===== config.mk =====
export PLATFORM = sky130hd
export DESIGN_NAME = ms_ctrl
export DESIGN_NICKNAME = d
export VERILOG_FILES = /design/src/rtl/ms_ctrl.sv
export SDC_FILE = /design/constraint.sdc
export NUM_CORES = 1
export LEC_CHECK = 0
export ABC_AREA = 1
export CAP_MARGIN = 10
export CORE_AREA = 4 4 95 52
export CTS_CLUSTER_SIZE = 30
export DETAILED_ROUTE_END_ITERATION = 8
export DIE_AREA = 0 0 99 56
export MAX_ROUTING_LAYER = met4
export PLACE_DENSITY = 0.68
export SLEW_MARGIN = 10
export SYNTH_ARGS = -nofsm -noshare
export SYNTH_HDL_FRONTEND = slang
export SYNTH_SLANG_ARGS = --single-unit
export TNS_END_PERCENT = 50

===== constraint.sdc =====
create_clock -name clka -period 4.6 [get_ports clka]
set_input_delay 0.46 -clock clka [delete_from_list [all_inputs] [get_ports clka]]
set_output_delay 0.46 -clock clka [all_outputs]
set_load 0.02 [all_outputs]

===== src/rtl/ms_ctrl.sv =====
// Minesweeper sequencing controller: handshake intake, ordered datapath strobes, move count, watchdog.
// Optional selection screening is enabled by defining MS_SEL_CHECK_EN.
module ms_ctrl #(
  parameter int unsigned TIMEOUT = 16
) (
  input  logic        clka,
  input  logic        restart,
  input  logic        new_game,
  input  logic        in_valid,
  input  logic [4:0]  in_data,
  output logic        in_ready,
  input  logic        alu_done,
  input  logic        display_done,
  input  logic        gameover,
  input  logic        win,
  input  logic [24:0] cleared,
  output logic        start,
  output logic        load,
  output logic        decode,
  output logic        alu,
  output logic        display,
  output logic [4:0]  data,
  output logic [4:0]  moves,
  output logic        reject,
  output logic        game_won,
  output logic        err,
  output logic        busy
);

  typedef enum logic [2:0] {
    IDLE, START, WAIT_IN, LOAD, DECODE, ALU, DISP, OVER
  } state_t;

  localparam logic [7:0] WDOG_LAST = 8'(TIMEOUT - 1);
  localparam logic [4:0] MAX_MOVES = 5'd25;

  state_t      state_q, state_d;
  logic [4:0]  data_q, data_d;
  logic [4:0]  moves_q, moves_d;
  logic [7:0]  wdog_q, wdog_d;
  logic        game_won_q, game_won_d;
  logic        err_q, err_d;
  logic        reject_q, reject_d;
  logic [4:0]  strobe_q, strobe_d;
  logic        in_ready_q, in_ready_d;
  logic        busy_q, busy_d;
  logic        sel_bad;

`ifdef MS_SEL_CHECK_EN
  logic [31:0] cleared_ext;
  assign cleared_ext = {7'd0, cleared};
  assign sel_bad     = (in_data >= MAX_MOVES) || cleared_ext[in_data];
`else
  logic unused_cleared;
  assign unused_cleared = ^cleared;
  assign sel_bad        = 1'b0;
`endif

  always_comb begin
    state_d    = state_q;
    data_d     = data_q;
    moves_d    = moves_q;
    wdog_d     = wdog_q;
    game_won_d = game_won_q;
    err_d      = err_q;
    reject_d   = 1'b0;
    case (state_q)
      IDLE, OVER: begin
        if (new_game) begin
          state_d    = START;
          moves_d    = '0;
          game_won_d = 1'b0;
          err_d      = 1'b0;
        end
      end
      START: state_d = WAIT_IN;
      WAIT_IN: begin
        if (new_game) begin
          state_d = START;
        end else if (in_valid) begin
          if (sel_bad) begin
            reject_d = 1'b1;
          end else begin
            data_d  = in_data;
            state_d = LOAD;
          end
        end
      end
      LOAD: state_d = DECODE;
      DECODE: begin
        state_d = ALU;
        wdog_d  = '0;
      end
      ALU: begin
        if (alu_done) begin
          moves_d = (moves_q == MAX_MOVES) ? moves_q : moves_q + 5'd1;
          wdog_d  = '0;
          state_d = DISP;
        end else if (wdog_q == WDOG_LAST) begin
          err_d   = 1'b1;
          state_d = IDLE;
        end else begin
          wdog_d = wdog_q + 8'd1;
        end
      end
      DISP: begin
        if (display_done) begin
          if (gameover) begin
            state_d    = OVER;
            game_won_d = win;
          end else begin
            state_d = WAIT_IN;
          end
        end else if (wdog_q == WDOG_LAST) begin
          err_d   = 1'b1;
          state_d = IDLE;
        end else begin
          wdog_d = wdog_q + 8'd1;
        end
      end
      default: state_d = IDLE;
    endcase

    // Outputs are decoded from the next state so they register alongside it.
    strobe_d   = {state_d == START, state_d == LOAD, state_d == DECODE,
                  state_d == ALU, state_d == DISP};
    in_ready_d = (state_d == WAIT_IN);
    busy_d     = !(state_d inside {IDLE, WAIT_IN, OVER});
  end

  always_ff @(posedge clka) begin
    if (restart) begin
      state_q    <= IDLE;
      data_q     <= '0;
      moves_q    <= '0;
      wdog_q     <= '0;
      game_won_q <= 1'b0;
      err_q      <= 1'b0;
      reject_q   <= 1'b0;
      strobe_q   <= '0;
      in_ready_q <= 1'b0;
      busy_q     <= 1'b0;
    end else begin
      state_q    <= state_d;
      data_q     <= data_d;
      moves_q    <= moves_d;
      wdog_q     <= wdog_d;
      game_won_q <= game_won_d;
      err_q      <= err_d;
      reject_q   <= reject_d;
      strobe_q   <= strobe_d;
      in_ready_q <= in_ready_d;
      busy_q     <= busy_d;
    end
  end

  assign {start, load, decode, alu, display} = strobe_q;
  assign data     = data_q;
  assign moves    = moves_q;
  assign reject   = reject_q;
  assign game_won = game_won_q;
  assign err      = err_q;
  assign in_ready = in_ready_q;
  assign busy     = busy_q;

endmodule

## Yosys cells after proc, flatten, opt, wreduce, memory -nomap -nowiden

Index checks and enable logic that the tools add are counted.

| word-level totals | value |
|---|---|
| bits in registers | 30 |
| input bits | 38 |
| output and inout bits | 20 |
| word-level logic and storage cells | 73 |

| cells by class | value |
|---|---|
| mux-type cells | 24 |
| equal/unequal tests | 23 |
| bitwise gates (word level) | 1 |
| reductions and logical operators | 14 |
| add/subtract/negate cells | 2 |

Operators with widths:

| operator | count |
|---|---|
| == test 3 bit (second input constant) | 8 |
| 2-to-1 mux 8 bit | 3 |
| case mux 8 bit (3 select lines) | 1 |
| 2-to-1 mux 3 bit | 7 |
| case mux 3 bit (7 select lines) | 1 |
| 2-to-1 mux 5 bit | 3 |
| != test 2 bit (second input constant) | 7 |
| == test 3 x 2 -> 1 bit (second input constant) | 4 |
| AND reduction 4 bit | 3 |
| case mux 5 bit (2 select lines) | 1 |
| nonzero test 3 bit | 3 |
| adder 8 x 1 -> 8 bit (second input constant) | 1 |
| == test 8 x 4 -> 1 bit (second input constant) | 1 |
| == test 3 x 1 -> 1 bit (second input constant) | 2 |
| logical NOT 3 bit | 2 |
| 2-to-1 mux 1 bit | 6 |
| adder 5 x 1 -> 5 bit (second input constant) | 1 |
| == test 5 bit (second input constant) | 1 |
| nonzero test 2 bit | 2 |
| case mux 1 bit (3 select lines) | 1 |
| AND reduction 3 bit | 1 |
| case mux 1 bit (2 select lines) | 1 |
| AND reduction 2 bit | 1 |
| OR reduction 2 bit | 1 |
| other kinds (2) | 2 |

## Logic depth before layout (Yosys ltp)

| logic depth | value |
|---|---|
| word-level depth | 7 |
| mapped depth | 10 |
| depth with buffers taken out | 10 |

## Worst setup path after synthesis

Ideal clock, no wire load.

| path | value |
|---|---|
| path kind | register -> register |
| start point | register wdog_q[0] |
| end point | register busy_q (netlist: busy) |
| cell stages (with the launch flop) | 11 |
| data arrival time | 1.313 ns |
| period minus slack after synthesis | 1.428 ns |
| path buffers | 0 |
| library setup time | 0.115 ns |
| data required time | 4.485 ns |
| slack | 3.172 ns |
| path through | dfxtp_1 > ha_1 > nand3_1 > nor2_1 > nand2_1 > nand2_1 > nand3_1 > nand2_1 > nand3_1 > nand2_1 > nor2_1 |

| between the ends | value |
|---|---|
| word-level cells in the longest chain between the ends | 7 |
| elaborated cells between the ends (all ways) | 10 |
| classes of those cells | eq/ne (3); mux (4); reduce/logical (3) |

RTL lines:

| what | RTL line | source |
|---|---|---|
| start: declaration | 40 | `logic [7:0] wdog_q, wdog_d;` |
| start signal: assignment | 147 | `wdog_q <= wdog_d;` |
| == test 8 x 4 -> 1 bit (*) | 99, 114 |  |
| 2-to-1 mux 3 bit (*) | 99, 114 |  |
| 2-to-1 mux 3 bit, on equally long branches | 107, 95 |  |
| case mux 3 bit (7 select lines) (*) | 67 | `case (state_q)` |
| == test 3 x 2 -> 1 bit, or another cell as far along | 128 | `busy_d = !(state_d inside {IDLE, WAIT_IN, OVER});` |
| nonzero test 3 bit (*) | 128 |  |
| logical NOT 1 bit (*) | 128 |  |
| end signal: assignment | 153 | `busy_q <= busy_d;` |
| end: declaration | 46 | `logic busy_q, busy_d;` |

Every way passes the cells marked *; elsewhere a longest branch is shown, timed or not.
A chain may end at the register's enable or synchronous reset.

## Final worst setup path

| path | value |
|---|---|
| start point | register moves_q[0] (netlist: moves[0]) |
| end point | output moves[0] |

RTL lines:

| what | RTL line | source |
|---|---|---|
| start: declaration | 39 | `logic [4:0] moves_q, moves_d;` |
| start signal: assignment | 146 | `moves_q <= moves_d;` |
| end: declaration | 23 | `output logic [4:0] moves,` |

No word-level cell between the ends.

==> metrics.cfg <==
[global_route]
grt-ovfl-total=0
grt_pass1_vias=1405
antenna_found_initial=0
grt_pass1_wl_mm=6.63
grt_use_met2=0.207
grt.busiest_layer=met1
use_met3=0.0501
grt_max_degree=14
use_met1=0.210
grt_usage=0.154

[placed_design]
place.gp.congestion=0.897
placed_area_mm2=0.00194
hpwl_mm=2.96
port_buffers=31

[cells_and_area]
post-route-util=0.490
final_nets=305
diodes=0
finish.instance_area_mm2=0.00205
syn_to_final_growth_pct=29.0
layout-drive-gt1-share=0.0868

[yosys]
syn_area_per_cell_um2=6.89
synth_ff_type=dfxtp_1
ys_async_sr_fraction=0
synth_top_area_cell=dfxtp_1
synth_edf_count=0
yosys_warnings=0
synth_cell_types=28
ys_ff_latch=30
synthCells=231
seq_area_frac_synth=0.377
synth_top_area_share=0.377
syn-cell-area_mm2=0.00159
yosysMostFrequentCell=nor2_1
synth_common_cells=nor2_1 (47), nand2_1 (45), dfxtp_1 (30)
syn-num-nets=272
synth.area.top_cells=dfxtp_1 (38%), nor2_1 (11%), nand2_1 (11%), nand3_1 (5.3%), inv_1 (5.2%)

[critical_path]
path_class=flop to output port
worstPathCellList=clkdlybuf4s50_1
start_kind=flop
crit_family=buffers and inverters
slowest_stage=clkdlybuf4s50_1
critPathArrivalTime_ns=1.34
end_kind=output port
path_buf_inv=1
path_max_fanout=5
worstPathRequired_ns=4.14
ff2ff_setup_slack_ns=2.82
slowest_delay_ns=0.64

[die]
die_y_um=56
rows=17
initial_core_util=0.380
die_area_mm2=0.00554
core_area_mm2=0.00419
fp.dieW_um=99
io_pins=58

[timing]
clock-skew-final_ns=0.00622
fin_crit_sh=0.391
hold_violations=0
worstMarginPinSlew_ns=0.591
max_clock_freq_ghz=0.556
rsz0062_at_grt=no
post-route-min-period_ns=1.80
totalNegativeSetupSlack_ns=0
drv_slew=0
timing.slew.headroom=0.605
setup_violations=0

[run_status]
status=complete, no violations

[clock_tree]
htree_levels=2
cts_tree=built
cts-root-buf=clkbuf_8
cts.hold.buffers_added=0
clk-insertion-delay-late_ns=0.28
clock_sinks=30
clk_path_buf_depth=2
cts_resized=0
cts_setup_buffers=0
clk_pin_slew_ns=0.06
cts_made_buffers=5

[worst_hold_path]
min_path_type=flop to flop

[power_and_ir_drop]
power_density_mw_per_mm2=535
vdd_ir_drop_max_mv=0.311
leakagePower_uw=0.000873

[detailed_routing]
routed_wl_mm=3.96
drc=0
drtPass1Iterations=5
drt_iter0_drc=116
wire_per_inst_um=12.3
vias=1534
drtAntennaViolNets=0
vias_per_cell=4.76

[run]
cap_violations=0

==> report_power, final <==
part | switching, uW | leakage, uW | internal (uW)
clock network | 102 | 0.0000575 | 151
registers | 58.6 | 0.000244 | 306
logic | 305 | 0.000572 | 175
total | 465 | 0.000873 | 632
==> cell usage in the layout, fill, tap and decap left out, types with 2 or more instances in the layout <==
master,Yosys,final
nor2_1,47,47
nand2_1,45,45
clkdlybuf4s50_1,0,31
dfxtp_1,30,30
inv_1,22,22
nand3_1,17,17
o21ai_0,13,13
a21oi_1,11,11
clkbuf_8,0,8
xor2_1,7,7
nand4_1,4,4
nand2_2,4,4
nor3_1,4,4
nor2_2,3,3
ha_1,3,3
nand3_2,2,2
nor2_8,2,2
a31oi_1,2,2
==> per-layer routing <==
layer  part of all wire  wire, um
met4              0.011        42
met5                  0         0
met2               0.41      1630
met1               0.51      2020
met3              0.067       266
==> final timing paths <==
| check | from | to | cells after the start |
|---|---|---|---|
| max | moves[0]$_SDFFE_PP0P_ | moves[0] | 1 |
| min | err$_SDFFE_PP0P_ | err$_SDFFE_PP0P_ | 2 |
| max reg2reg | state_q[2]$_SDFF_PP0_ | moves[0]$_SDFFE_PP0P_ | 7 |
| min reg2reg | err$_SDFFE_PP0P_ | err$_SDFFE_PP0P_ | 2 |
==> per-stage QoR <==
step	setup slack (ns)	power [uW]	std cells	hold slack [ns]
after global placement	2.52	836	314	0.449
final	2.80	1100	322	0.458
after global routing	2.65	1180	322	0.488
after CTS	2.79	1100	322	0.460
after detailed placement	2.51	842	314	0.450
after floorplan	3.17	714	231	0.459
==> state kept, by name, summed over array words and instances (netlist names) <==
register  count
state_q       3
err           1
busy          1
strobe_q      5
moves         5
data          5
wdog_q        8
game_won      1
in_ready      1
==> final cells by class <==
type | count | area, um^2
fill | 417 | 2140
sequential | 30 | 601
clock buffer | 8 | 110
timing repair buffer | 31 | 310
tap | 57 | 71.3
inverter | 24 | 92.6
multi-input combinational | 172 | 868
==> logic make-up after synthesis <==
group                      share of synthesized area
DFF                                            0.377
buffers and inverters                         0.0770
other                                        0.00236
xor gates and xnor gates                      0.0440
and+or+nand+nor                                0.379
adders and majority gates                     0.0236
AOI/OAI and AO/OA                             0.0967
Power figures use the tool's default switching activity.
